$ cat config.mk
export PLATFORM = sky130hd
export DESIGN_NAME = result_tx_serializer
export DESIGN_NICKNAME = d
export VERILOG_FILES = /design/src/rtl/result_tx_serializer.sv
export SDC_FILE = /design/constraint.sdc
export NUM_CORES = 1
export LEC_CHECK = 0
export CELL_PAD_IN_SITES_DETAIL_PLACEMENT = 0
export CELL_PAD_IN_SITES_GLOBAL_PLACEMENT = 1
export CORE_UTILIZATION = 30
export DETAILED_ROUTE_END_ITERATION = 8
export PLACE_DENSITY = 0.68
export SYNTH_ARGS = -nofsm -noshare
export SYNTH_HDL_FRONTEND = slang
export SYNTH_SLANG_ARGS = --single-unit
$ cat constraint.sdc
create_clock -name clk -period 2.25 [get_ports clk]
set_input_delay 0.225 -clock clk [delete_from_list [all_inputs] [get_ports clk]]
set_output_delay 0.225 -clock clk [all_outputs]
set_load 0.03 [all_outputs]
$ cat src/rtl/result_tx_serializer.sv
// Result transmit serializer.
// Reads an N x N result matrix from a synchronous RAM in row-major order.
// Each element is sent to the UART transmitter one byte at a time, most significant byte first.
// The block pulses done once the last byte has left the transmitter.
module result_tx_serializer #(
   parameter int unsigned MAX_N  = 8,
   parameter int unsigned ELEM_W = 16,
   parameter int unsigned ADDR_W = 6
) (
   input  logic              clk,
   input  logic              rst,
   input  logic              start,
   input  logic [3:0]        matrix_size,
   output logic [ADDR_W-1:0] res_addr,
   input  logic [ELEM_W-1:0] res_data,
   output logic [7:0]        tx_data,
   output logic              tx_load,
   input  logic              tx_busy,
   output logic              busy,
   output logic              done
);

   localparam int unsigned BYTES = ELEM_W / 8;
   localparam int unsigned BI_W  = (BYTES > 1) ? $clog2(BYTES) : 1;
   localparam int unsigned TOT_W = 7;

   localparam logic [3:0]      MAX_N_L   = 4'(MAX_N);
   localparam logic [BI_W-1:0] LAST_BYTE = BI_W'(BYTES - 1);

   typedef enum logic [2:0] {
      S_IDLE,
      S_FETCH,
      S_LATCH,
      S_WAIT_TX,
      S_LOAD,
      S_GAP,
      S_DONE
   } state_t;

   state_t            state;
   logic [TOT_W-1:0]  total;
   logic [TOT_W-1:0]  elem_idx;
   logic [BI_W-1:0]   byte_idx;
   logic [ELEM_W-1:0] shift_reg;

   logic [3:0]        n_eff_c;
   logic [TOT_W-1:0]  total_c;

   // Clamp the requested dimension and derive the element count for a new transfer
   always_comb begin
      n_eff_c = (matrix_size > MAX_N_L) ? MAX_N_L : matrix_size;
      total_c = TOT_W'(n_eff_c) * TOT_W'(n_eff_c);
   end

   // Transfer FSM with registered outputs.
   // tx_data and tx_load are set on entry to LOAD so that the byte is already stable in the load cycle.
   always_ff @(posedge clk or posedge rst) begin
      if (rst) begin
         state     <= S_IDLE;
         res_addr  <= '0;
         tx_data   <= '0;
         tx_load   <= 1'b0;
         busy      <= 1'b0;
         done      <= 1'b0;
         total     <= '0;
         elem_idx  <= '0;
         byte_idx  <= '0;
         shift_reg <= '0;
      end else begin
         tx_load <= 1'b0;
         done    <= 1'b0;
         case (state)
            S_IDLE: begin
               if (start) begin
                  total    <= total_c;
                  elem_idx <= '0;
                  res_addr <= '0;
                  busy     <= 1'b1;
                  state    <= (n_eff_c == 4'd0) ? S_DONE : S_FETCH;
               end
            end
            S_FETCH: begin
               state <= S_LATCH;
            end
            S_LATCH: begin
               shift_reg <= res_data;
               byte_idx  <= '0;
               state     <= S_WAIT_TX;
            end
            S_WAIT_TX: begin
               if (!tx_busy) begin
                  tx_data <= shift_reg[ELEM_W-1 -: 8];
                  tx_load <= 1'b1;
                  state   <= S_LOAD;
               end
            end
            S_LOAD: begin
               shift_reg <= shift_reg << 8;
               state     <= S_GAP;
            end
            S_GAP: begin
               if (byte_idx < LAST_BYTE) begin
                  byte_idx <= byte_idx + BI_W'(1);
                  state    <= S_WAIT_TX;
               end else if (elem_idx < (total - TOT_W'(1))) begin
                  elem_idx <= elem_idx + TOT_W'(1);
                  res_addr <= ADDR_W'(elem_idx + TOT_W'(1));
                  state    <= S_FETCH;
               end else begin
                  state <= S_DONE;
               end
            end
            S_DONE: begin
               if (!tx_busy) begin
                  done  <= 1'b1;
                  busy  <= 1'b0;
                  state <= S_IDLE;
               end
            end
            default: begin
               busy  <= 1'b0;
               state <= S_IDLE;
            end
         endcase
      end
   end

endmodule

# After elaboration in Yosys (flattened, before gate mapping)
# Index checks and enable logic that the tools add are counted.
[op_classes]
n_addsub = 3
mul = 1
div = 0
magnitude_cmp = 3
n_eq_ne = 12
n_shift = 0
muxes = 25
bitwise = 2
n_reduce_logical = 12
[op_table]
columns = ["operator", "n"]
rows = [
  ["one-hot mux 16 bit (2 select lines)", 1],
  ["two-way mux 7 bit", 3],
  ["one-hot mux 3 bit (7 select lines)", 1],
  ["two-way mux 3 bit", 6],
  ["two-way mux 6 bit", 3],
  ["one-hot mux 7 bit (2 select lines)", 1],
  ["!= test 2 bit, second input constant", 6],
  ["one-hot mux 6 bit (2 select lines)", 1],
  ["equality test 3 bit, second input constant", 3],
  ["adder 7 x 1 -> 7 bit, second input constant", 1],
  ["less-than comparator 7 bit", 1],
  ["multiplier 4 x 4 -> 7 bit", 1],
  ["subtractor 7 x 1 -> 7 bit, second input constant", 1],
  ["equality test 3 x 2 -> 1 bit, second input constant", 2],
  ["two-way mux 1 bit", 6],
  ["AND reduction 2 bit", 3],
  ["AND reduction 3 bit", 2],
  ["nonzero test 2 bit", 3],
  ["OR reduction 5 bit", 1],
  ["> comparator 4 bit, second input constant", 1],
  ["logical NOT 4 bit", 1],
  ["two-way mux 4 bit", 1],
  ["AND reduction 4 bit", 1],
  ["equality test 3 x 1 -> 1 bit, second input constant", 1],
  ["6 further kinds", 7],
]
[totals]
register_bits = 51
latchBits = 0
ramBits = 0
mem_bits_ro = 0
in_bits = 24
out_inout_bits = 17
elab_cells = 68
n_memories = 0

# Logic depth before layout (Yosys ltp)
# Gate-level depths: netlist of run 1.
[depth]
ltp_word = 6
depth_mapped = 8

# Worst setup path before layout of run 1
# OpenSTA, ideal clock, no wires.
[synth_path]
kind = "reg2reg"
start = "register total[2]"
end = "register elem_idx[6]"
arrival_time_ns = 2.429
required_time_ns = 2.173
slack_ns = -0.257
path_stages_with_launch = 9
path_buffers = 0
period_less_slack_ns = 2.507
cell_sequence = "dfrtp_1 -> nor4_1 -> nand2b_1 -> xor2_1 -> ha_1 -> a21o_1 -> a31o_2 -> or4_1 -> a21oi_1"
[synth_via]
elab_chain_len = 4
[synth_rtl]
columns = ["item", "line", "rtl"]
rows = [
  ["start: declaration", "41", "logic [TOT_W-1:0] total;"],
  ["start signal: assignment", "75", "total <= total_c;"],
  ["subtractor 7 x 1 -> 7 bit", "105", "end else if (elem_idx < (total - TOT_W'(1))) begin"],
  ["less-than comparator 7 bit", "105", ""],
  ["!= test 2 bit (no line)", "n/a", ""],
  ["AND reduction 4 bit (no line)", "n/a", ""],
  ["end signal: assignment", "106", "elem_idx <= elem_idx + TOT_W'(1);"],
  ["end: declaration", "42", "logic [TOT_W-1:0] elem_idx;"],
]
# Every way passes these cells.
# A chain may end at the register's enable or synchronous reset.

# Worst setup path after layout of run 1
# Ends and elaborated chain as after synthesis.

==> metrics.txt, run 1 <==
Synth top area share=0.438; Worst EP arrival=2600 ps; All-Layer GR Usage=0.154; switching pwr=1.85 mW; Syn Area/Cell=9.67 um2; clk sinks=44; maximum clock insertion buffer count=2; ANT cells=0; Routed WL=6190 um; critical path type=reg -> reg; Die W=93.6 um; post-DP HPWL=between 4000 and 5000 um; crit end category=flip-flop; Slew Limit Fails=0; Max Clk Rate=425 MHz; clock power share=0.126; FF+latch count, synth=44; critical path startpoint category=flip-flop; fraction of registers with async set/reset=1.00; Worst path max stage delay=430 ps; Distinct cells, synth=50; slew margin rel.=0.577; mux contribution to synthesized area=0.0478; Nets=357; RSZ-0062 raised after global routing=yes; delay-heaviest family, CP=simple AND/OR/NAND/NOR gates; PD cells=approximately 1300 nW/um2; Vias=2228; Synth Area in Compound Gates=0.225; H-tree depth=2; post-synthesis adder-cell area fraction=0.0627; insertion delay to the later sink of the worst-skew pair=a little over 300 ps; CP required=2490 ps; Power, Total=4.27 mW; failing checks=negative setup slack; worst clock skew=approximately 7.7 ps; row count=33; number of max-cap violations=0; Hold Slack=366 ps; first-pass GRT wire length=around 11000 um; yosys warns=0; Post-synth EDFFs=0; Final min period=around 2400 ps; core box area=roughly 8200 um2; Sw Ratio=0.434; Synth Area in Simple Gates=0.158; XOR/XNOR Fraction of Synth Area=0.0174; chip height=93.6 um; Starting Density=0.308; crit path cell chain=nor4_4 > nand2b_1 > xor2_1 > ha_1 > a21o_1 > a31o_4 > or4_4 > a21oi_1; maximum vdd drop=between 0.5 and 0.6 mV; CP max-delay cell=dfrtp_1; Critical path buffers and inverters=0; Die Area=just under 9000 um2; Worst-path clk slew=100 ps; area grow syn2layout=32.5%; Gate power share=0.518; Synth Instances=260; synthesized area=2510 um2; Largest register FFs=16; Reg power frac=0.356; DRC violations left=0; drt via density=5.22; cell taking the most area after synthesis=dfrtp_1; GP Congestion=0.774; Worst Tran Pin Value=632 ps; final core utilization=0.408; grt ovf=0; PortBufs=40; Final WS setup=-103 ps; CP Max Fanout=8; Antenna Nets Post-Route=0; Leakage=1.40 nW; ys flop type=dfrtp_1; largest net degree at the start of global routing=45; status=complete, but fails checks; TritonCTS clock tree=built; Power Internal=roughly 2.4 mW; Initial DRC Count=100; placed inst area=3200 um2; hold buffer count at CTS=0; number of I/O pins=between 40 and 50; Root Driver=clkbuf_8; final worst-path cycle share=1.05; sequential element share of the synthesized area=0.438; top cells by area, synth=dfrtp_1, ha_1, nand2_1; TritonRoute pass-1 iters=4; CTS Buf Count=5; layout cell share with drive strength beyond 1=0.171; design area=3330 um2; final number of setup-violating endpoints=7; drt wl/cell=14.5 um; final hold violation count=0; initial antenna violation count=0; vias in the first global route=2233; min-delay worst type=in -> async; largest family of logic cells by synthesized area=compound AO/OA/AOI/OAI gates
cell type report:
| cell class | count | area, um2 |
|---|---|---|
| clock buffer | 5 | 68.8 |
| inverter | 9 | 33.8 |
| clock inverter | 3 | 26.3 |
| sequential | 44 | 1100 |
| multi-input combinational | 192 | 1340 |
| tap | 105 | 131 |
| fill | 827 | 4840 |
| timing repair buffer | 69 | 631 |
placed cells by master (no fill, tap or decap), types with 5 or more instances in the layout:
cell | synthesis | layout
buf_4 | 6 | 28
dfrtp_1 | 44 | 44
o21ai_0 | 17 | 17
nor2_1 | 10 | 10
a21oi_1 | 21 | 19
mux2_2 | 8 | 8
nor3_1 | 6 | 6
ha_1 | 11 | 11
nand2b_1 | 5 | 5
o22ai_1 | 16 | 16
a22oi_1 | 8 | 8
clkbuf_8 | 0 | 5
nand2_1 | 29 | 29
clkdlybuf4s50_1 | 0 | 40
inv_1 | 9 | 8
cells in the mapped netlist, drive strengths merged, types with 2 or more instances:
cell type / count
mux2: 8
a21o: 5
mux2i: 3
o41ai: 4
nor4: 7
clkbuf: 6
o21ai: 18
nand2: 29
nor2: 10
dfrtp: 44
inv: 9
a21oi: 21
o31ai: 2
a311oi: 2
ha: 11
and2: 2
nand4b: 3
o21a: 2
nor3: 6
xnor2: 3
a22oi: 8
o22ai: 16
nand3: 4
buf: 10
a31oi: 2
xor2: 2
or4: 2
nand2b: 5
per-stage QoR:
stage	setup TNS, ps	setup WS (ps)	std cells
finish	-314	-103	427
detailed placement	-1040	-124	417
floorplan	-442	-115	261
global placement	-476	-72.7	417
CTS	-527	-111	427
global route	-1560	-193	427
routing by layer:
metal / up-vias / track usage / part of all wire
met5: - / 0 / 0
met4: 0 / 0.0500 / 0.019
met3: 10 / 0.0285 / 0.030
met2: 46 / 0.265 / 0.50
met1: 1082 / 0.195 / 0.45
li1: 1090 / - / -
power groups by stage:
stage               sequential (mW)  combinational, mW  clock (mW)
floorplan                      1.57               1.37           0
global placement               1.53               2.16           0
detailed placement             1.54               2.19           0
CTS                            1.53               2.22       0.559
global route                   1.57               2.45       0.585
finish                         1.52               2.21       0.538
worst paths after layout:
kind	start	endpoint	slack (ps)	depth (start not counted)
max	total[2]$_DFFE_PP0P_	elem_idx[6]$_DFFE_PP0P_	-100	8
min	rst	tx_load$_DFF_PP0_	370	3
max reg2reg	total[2]$_DFFE_PP0P_	elem_idx[6]$_DFFE_PP0P_	-100	8
min reg2reg	tx_data[2]$_DFFE_PP0P_	tx_data[2]$_DFFE_PP0P_	520	1
max in group asynchronous	rst	busy$_DFFE_PP0P_	1500	3
min in group clk	tx_data[2]$_DFFE_PP0P_	tx_data[2]$_DFFE_PP0P_	520	1
what timing repair did:
action                                 4_1_cts  5_1_grt
endpoints found under the hold margin        0        0
pin swaps                                    4        3
buffers inserted                             2        0
gates resized for setup                      3        3
cloned                                       0        0
setup endpoints to repair                    8       10
cell families after synthesis:
logic type	after synthesis
other	1
adder cells (fa/ha/maj)	12
AND/OR/NAND/NOR	73
AO/OA/AOI/OAI	89
flip-flops	44
buffers and inverters	25
multiplexers	11
XOR/XNOR	5
worst reg2reg max path: cells and delay by family, from the launching register on:
kind | cells | cell delay [ps]
simple gates | 3 | 820
fa+ha+maj | 1 | 320
xor+xnor | 1 | 170
compound gates | 3 | 570
flops | 1 | 430
No activity file was read; power rests on OpenSTA's default activity.
==> run 2, diff against run 1 <==
- CORE_MARGIN: default -> 2
==> metrics.txt, run 2 (synthesis gave the netlist of run 1 again) <==
Die W=between 90 and 100 um; H-tree depth=2; GP Congestion=0.810; CP required=about 2500 ps; delay-heaviest family, CP=simple AND/OR/NAND/NOR gates; Max Clk Rate=428 MHz; drt wl/cell=14.7 um; Reg power frac=0.341; Largest register FFs=16; layout cell share with drive strength beyond 1=0.190; critical path startpoint category=flip-flop; status=complete, but fails checks; PD cells=1290 nW/um2; crit end category=flip-flop; Starting Density=0.308; CTS Buf Count=5; PortBufs=40; slew margin rel.=0.591; Initial DRC Count=about 80; Hold Slack=275 ps; hold buffer count at CTS=0; Power Internal=2.53 mW; insertion delay to the later sink of the worst-skew pair=300 ps; DRC violations left=0; row count=33; Worst-path clk slew=90 ps; clk sinks=44; first-pass GRT wire length=between 10000 and 15000 um; Die Area=9130 um2; Root Driver=clkbuf_8; number of max-cap violations=0; final hold violation count=0; Worst EP arrival=2560 ps; Place WS=-170 ps; area grow syn2layout=35.0%; commonest non-fill, non-tap cell in the layout=dfrtp_1; Final min period=2340 ps; RSZ-0062 raised after global routing=yes; ANT cells=0; Critical path buffers and inverters=0; final number of setup-violating endpoints=8; maximum clock insertion buffer count=2; Slew Limit Fails=0; crit path cell chain=nor4_4 > nand2b_1 > xor2_1 > ha_1 > a21o_1 > a31o_4 > or4_1 > a21oi_2; Vias=2233; All-Layer GR Usage=0.149; maximum vdd drop=0.690 mV; drt via density=5.17; Worst Tran Pin Value=611 ps; worst clock skew=between 9 and 10 ps; Routed WL=between 6000 and 7000 um; Worst path max stage delay=420 ps; critical path type=reg -> reg; final std cells w/o fill=432; grt ovf=0; final worst-path cycle share=1.04; vias in the first global route=2242; TritonRoute pass-1 iters=4; switching pwr=1.85 mW; core box area=8180 um2; clock power share=0.143; cell count after placement=421; failing checks=negative setup slack; Final WS setup=-87.0 ps; most frequent cells in the layout=dfrtp_1, clkdlybuf4s50_1, buf_4; Nets=between 300 and 400; number of I/O pins=41; Sw Ratio=0.422; CP Max Fanout=8; chip height=95.6 um; largest net degree at the start of global routing=24; Gate power share=0.517; post-DP HPWL=4740 um; min-delay worst type=in -> async; TritonCTS clock tree=built; Antenna Nets Post-Route=0; Power, Total=approximately 4.4 mW; CP max-delay cell=or4_1; initial antenna violation count=0; Leakage=roughly 1.4 nW
==> run 2: cell types whose count changed in the layout (fill, tap and decap cells not counted), sizes merged <==
cell	before	now
bufinv	0	1
buf	29	34
inv	10	9
==> run 2: worst reg2reg max path, cell delays in order, from the launching register on <==
cell,delay [ps]
dfrtp_1,410
nor4_4,290
nand2b_1,100
xor2_1,170
ha_1,320
a21o_1,200
a31o_4,240
or4_1,420
a21oi_2,120
==> run 2: routing by layer <==
metal  track usage  vias up  part of all wire
met5             0        -                 0
met4        0.0464        0             0.021
met3        0.0277       10             0.034
met2         0.248       48              0.49
met1         0.196     1072              0.46
li1              -     1103                 -
==> run 2: power by group through the flow <==
stage	sequential (mW)	combinational, mW	clock (mW)
finish	1.49	2.26	0.625
global placement	1.51	2.20	0
detailed placement	1.50	2.24	0
global route	1.54	2.53	0.684
CTS	1.49	2.28	0.649
floorplan	1.57	1.37	0
==> run 2: per-stage QoR <==
step	setup TNS, ps	utilization	area, um2
2_1_floorplan	-442	-	2540
3_3_place_gp	-742	0.395	3230
3_5_place_dp	-1190	0.395	3230
4_1_cts	-320	0.414	3380
5_1_grt	-1770	0.415	3390
6_report	-227	0.415	3390
==> run 2: path summary, 6_finish.rpt <==
path	from	to	slack, ps	depth (start not counted)
max in group asynchronous	rst	shift_reg[7]$_DFFE_PP0P_	1460	3
worst max register to register	total[2]$_DFFE_PP0P_	elem_idx[6]$_DFFE_PP0P_	-90	8
min in group clk	total[6]$_DFFE_PP0P_	total[6]$_DFFE_PP0P_	510	2
worst min register to register	total[6]$_DFFE_PP0P_	total[6]$_DFFE_PP0P_	510	2
worst max-delay path	total[2]$_DFFE_PP0P_	elem_idx[6]$_DFFE_PP0P_	-90	8
worst min-delay path	rst	tx_load$_DFF_PP0_	270	2
==> run 2: what timing repair did <==
action | in CTS | in global routing
endpoints found under the setup margin | 8 | 10
buffers inserted | 3 | 0
cloned | 0 | 0
gates resized for setup | 3 | 3
pin swaps | 5 | 2
==> run 2: final cells by class <==
cell class	count	area, um2
Inverter	9	33.8
Sequential cell	44	1100
Clock buffer	5	68.8
Multi-Input combinational cell	192	1340
Timing Repair Buffer	74	668
Fill cell	823	4780
Clock inverter	3	47.5
Tap cell	105	131
==> run 3, diff against run 2 <==
- GPL_TIMING_DRIVEN: default -> 0
==> metrics.txt, run 3 (synthesis gave the netlist of run 1 again) <==
maximum clock insertion buffer count=2; TNS Setup=-523 ps; first-pass GRT wire length=10900 um; number of I/O pins=41; footprint of the multi-input gates=around 1400 um2; status=complete, but fails checks; CTS Buf Count=5; grt ovf=0; Final WS setup=-108 ps; TritonCTS clock tree=built; initial antenna violation count=0; drt via density=5.27; clock power share=0.120; Initial DRC Count=98; post-DP HPWL=4650 um; slew margin rel.=0.543; Starting Density=0.308; min-delay worst type=in -> async; FF+latch area=1100 um2; failing checks=negative setup slack; H-tree depth=2; Die W=95.6 um; row count=33; Reg power frac=0.332; insertion delay to the later sink of the worst-skew pair=between 300 and 400 ps; Power, Total=around 4.4 mW; critical path startpoint category=flip-flop; final std cells w/o fill=428; CP max-delay cell=dfrtp_1; crit end category=flip-flop; PortBufs=40; crit path cell chain=buf_4 > o31a_1 > nor2_1 > ha_1 > a21o_1 > a31o_4 > or4_1 > a21oi_2; Max Clk Rate=424 MHz; gr busiest metal=met2; most frequent cells in the layout=dfrtp_1, clkdlybuf4s50_1, nand2_1; drt wl/cell=15.5 um; Worst path max stage delay=420 ps; vias in the first global route=2239; number of max-cap violations=0; final worst-path cycle share=1.05; Largest register FFs=16; Vias=2255; delay-heaviest family, CP=compound AO/OA/AOI/OAI gates; Nets=358; critical path type=reg -> reg; ANT cells=0; largest net degree at the start of global routing=26; Final min period=2360 ps; final core utilization=0.420; CP required=2480 ps; WP depth=8; Worst EP arrival=2590 ps; Worst-path clk slew=100 ps; layout cell share with drive strength beyond 1=0.189; Gate power share=0.548; RSZ-0062 raised after global routing=yes; switching pwr=1.98 mW; Critical path buffers and inverters=1; Antenna Nets Post-Route=0; GP Congestion=between 0.8 and 0.9; maximum vdd drop=0.660 mV; area grow syn2layout=36.5%; Leakage=around 1.4 nW; worst clock skew=12.1 ps; TritonRoute pass-1 iters=4; Root Driver=clkbuf_8; Routed WL=6620 um; PD cells=1290 nW/um2; core box area=8180 um2; final hold violation count=0; Power Internal=2.46 mW; cell count after placement=407; chip height=95.6 um; commonest non-fill, non-tap cell in the layout=dfrtp_1; # fillers=between 800 and 900; Slew Limit Fails=0; R2R depth=8; M1 GR Usage=0.197; final number of setup-violating endpoints=8; Place WS=-429 ps; CP Max Fanout=6; Worst Tran Pin Value=683 ps; All-Layer GR Usage=0.153; DRC violations left=0; clk sinks=44; met3 usage=0.0308; Die Area=9130 um2; global-route met2 utilization=0.255; Sw Ratio=0.446
## run 3: area by class of cell
class / count / share of cell area
well taps: 105 / 0.0383
flip-flops and latches: 44 / 0.321
plain buffers: 16 / 0.0270
inverters: 9 / 0.00984
repair buffers: 54 / 0.157
multi-input cells: 192 / 0.419
clock buffers: 5 / 0.0200
clock inverters: 3 / 0.00729
## run 3: stage by stage
step,instance area (um2),hold WS (ps)
6_report,3430,255
5_1_grt,3430,269
4_1_cts,3260,265
3_5_place_dp,3090,498
3_3_place_gp,3070,489
2_1_floorplan,2540,296
## run 3: final timing paths
check                                           to            startpoint  slack, ps
max                        elem_idx[6]$_DFFE_PP0P_  total[3]$_DFFE_PP0P_       -110
min                           byte_idx$_DFFE_PP0P_                   rst        260
max reg2reg                elem_idx[6]$_DFFE_PP0P_  total[3]$_DFFE_PP0P_       -110
min reg2reg                   total[6]$_DFFE_PP0P_  total[6]$_DFFE_PP0P_        510
max in group asynchronous           done$_DFF_PP0_                   rst       1500
min in group clk              total[2]$_DFFE_PP0P_        matrix_size[3]        300
## run 3: routing by layer
| layer | vias up | routed length, um |
|---|---|---|
| li1 | 1101 | - |
| met1 | 1089 | 2940 |
| met2 | 56 | 3330 |
| met3 | 9 | 240 |
| met4 | 0 | 108 |
| met5 | - | 0 |
## run 3: power groups by stage
stage | clock, mW | sequential (mW) | combinational (mW)
after CTS | 0.554 | 1.47 | 2.24
final | 0.535 | 1.47 | 2.43
after global routing | 0.589 | 1.52 | 2.67
after floorplan | 0 | 1.57 | 1.37
after detailed placement | 0 | 1.49 | 2.13
after global placement | 0 | 1.48 | 2.09
## run 3: worst reg2reg max path, stage by stage, from the launching register on
cell and delay (ps):
dfrtp_1 420, buf_4 160, o31a_1 260, nor2_1 110, ha_1 260, a21o_1 230, a31o_4 290, or4_1 420
a21oi_2 140
## run 3: what timing repair did
action                     in CTS  in global routing
pin swaps                       6                 12
hold buffers                    0                  0
setup endpoints to repair      10                 12
setup buffers                   5                  8
resized for setup               6                 19
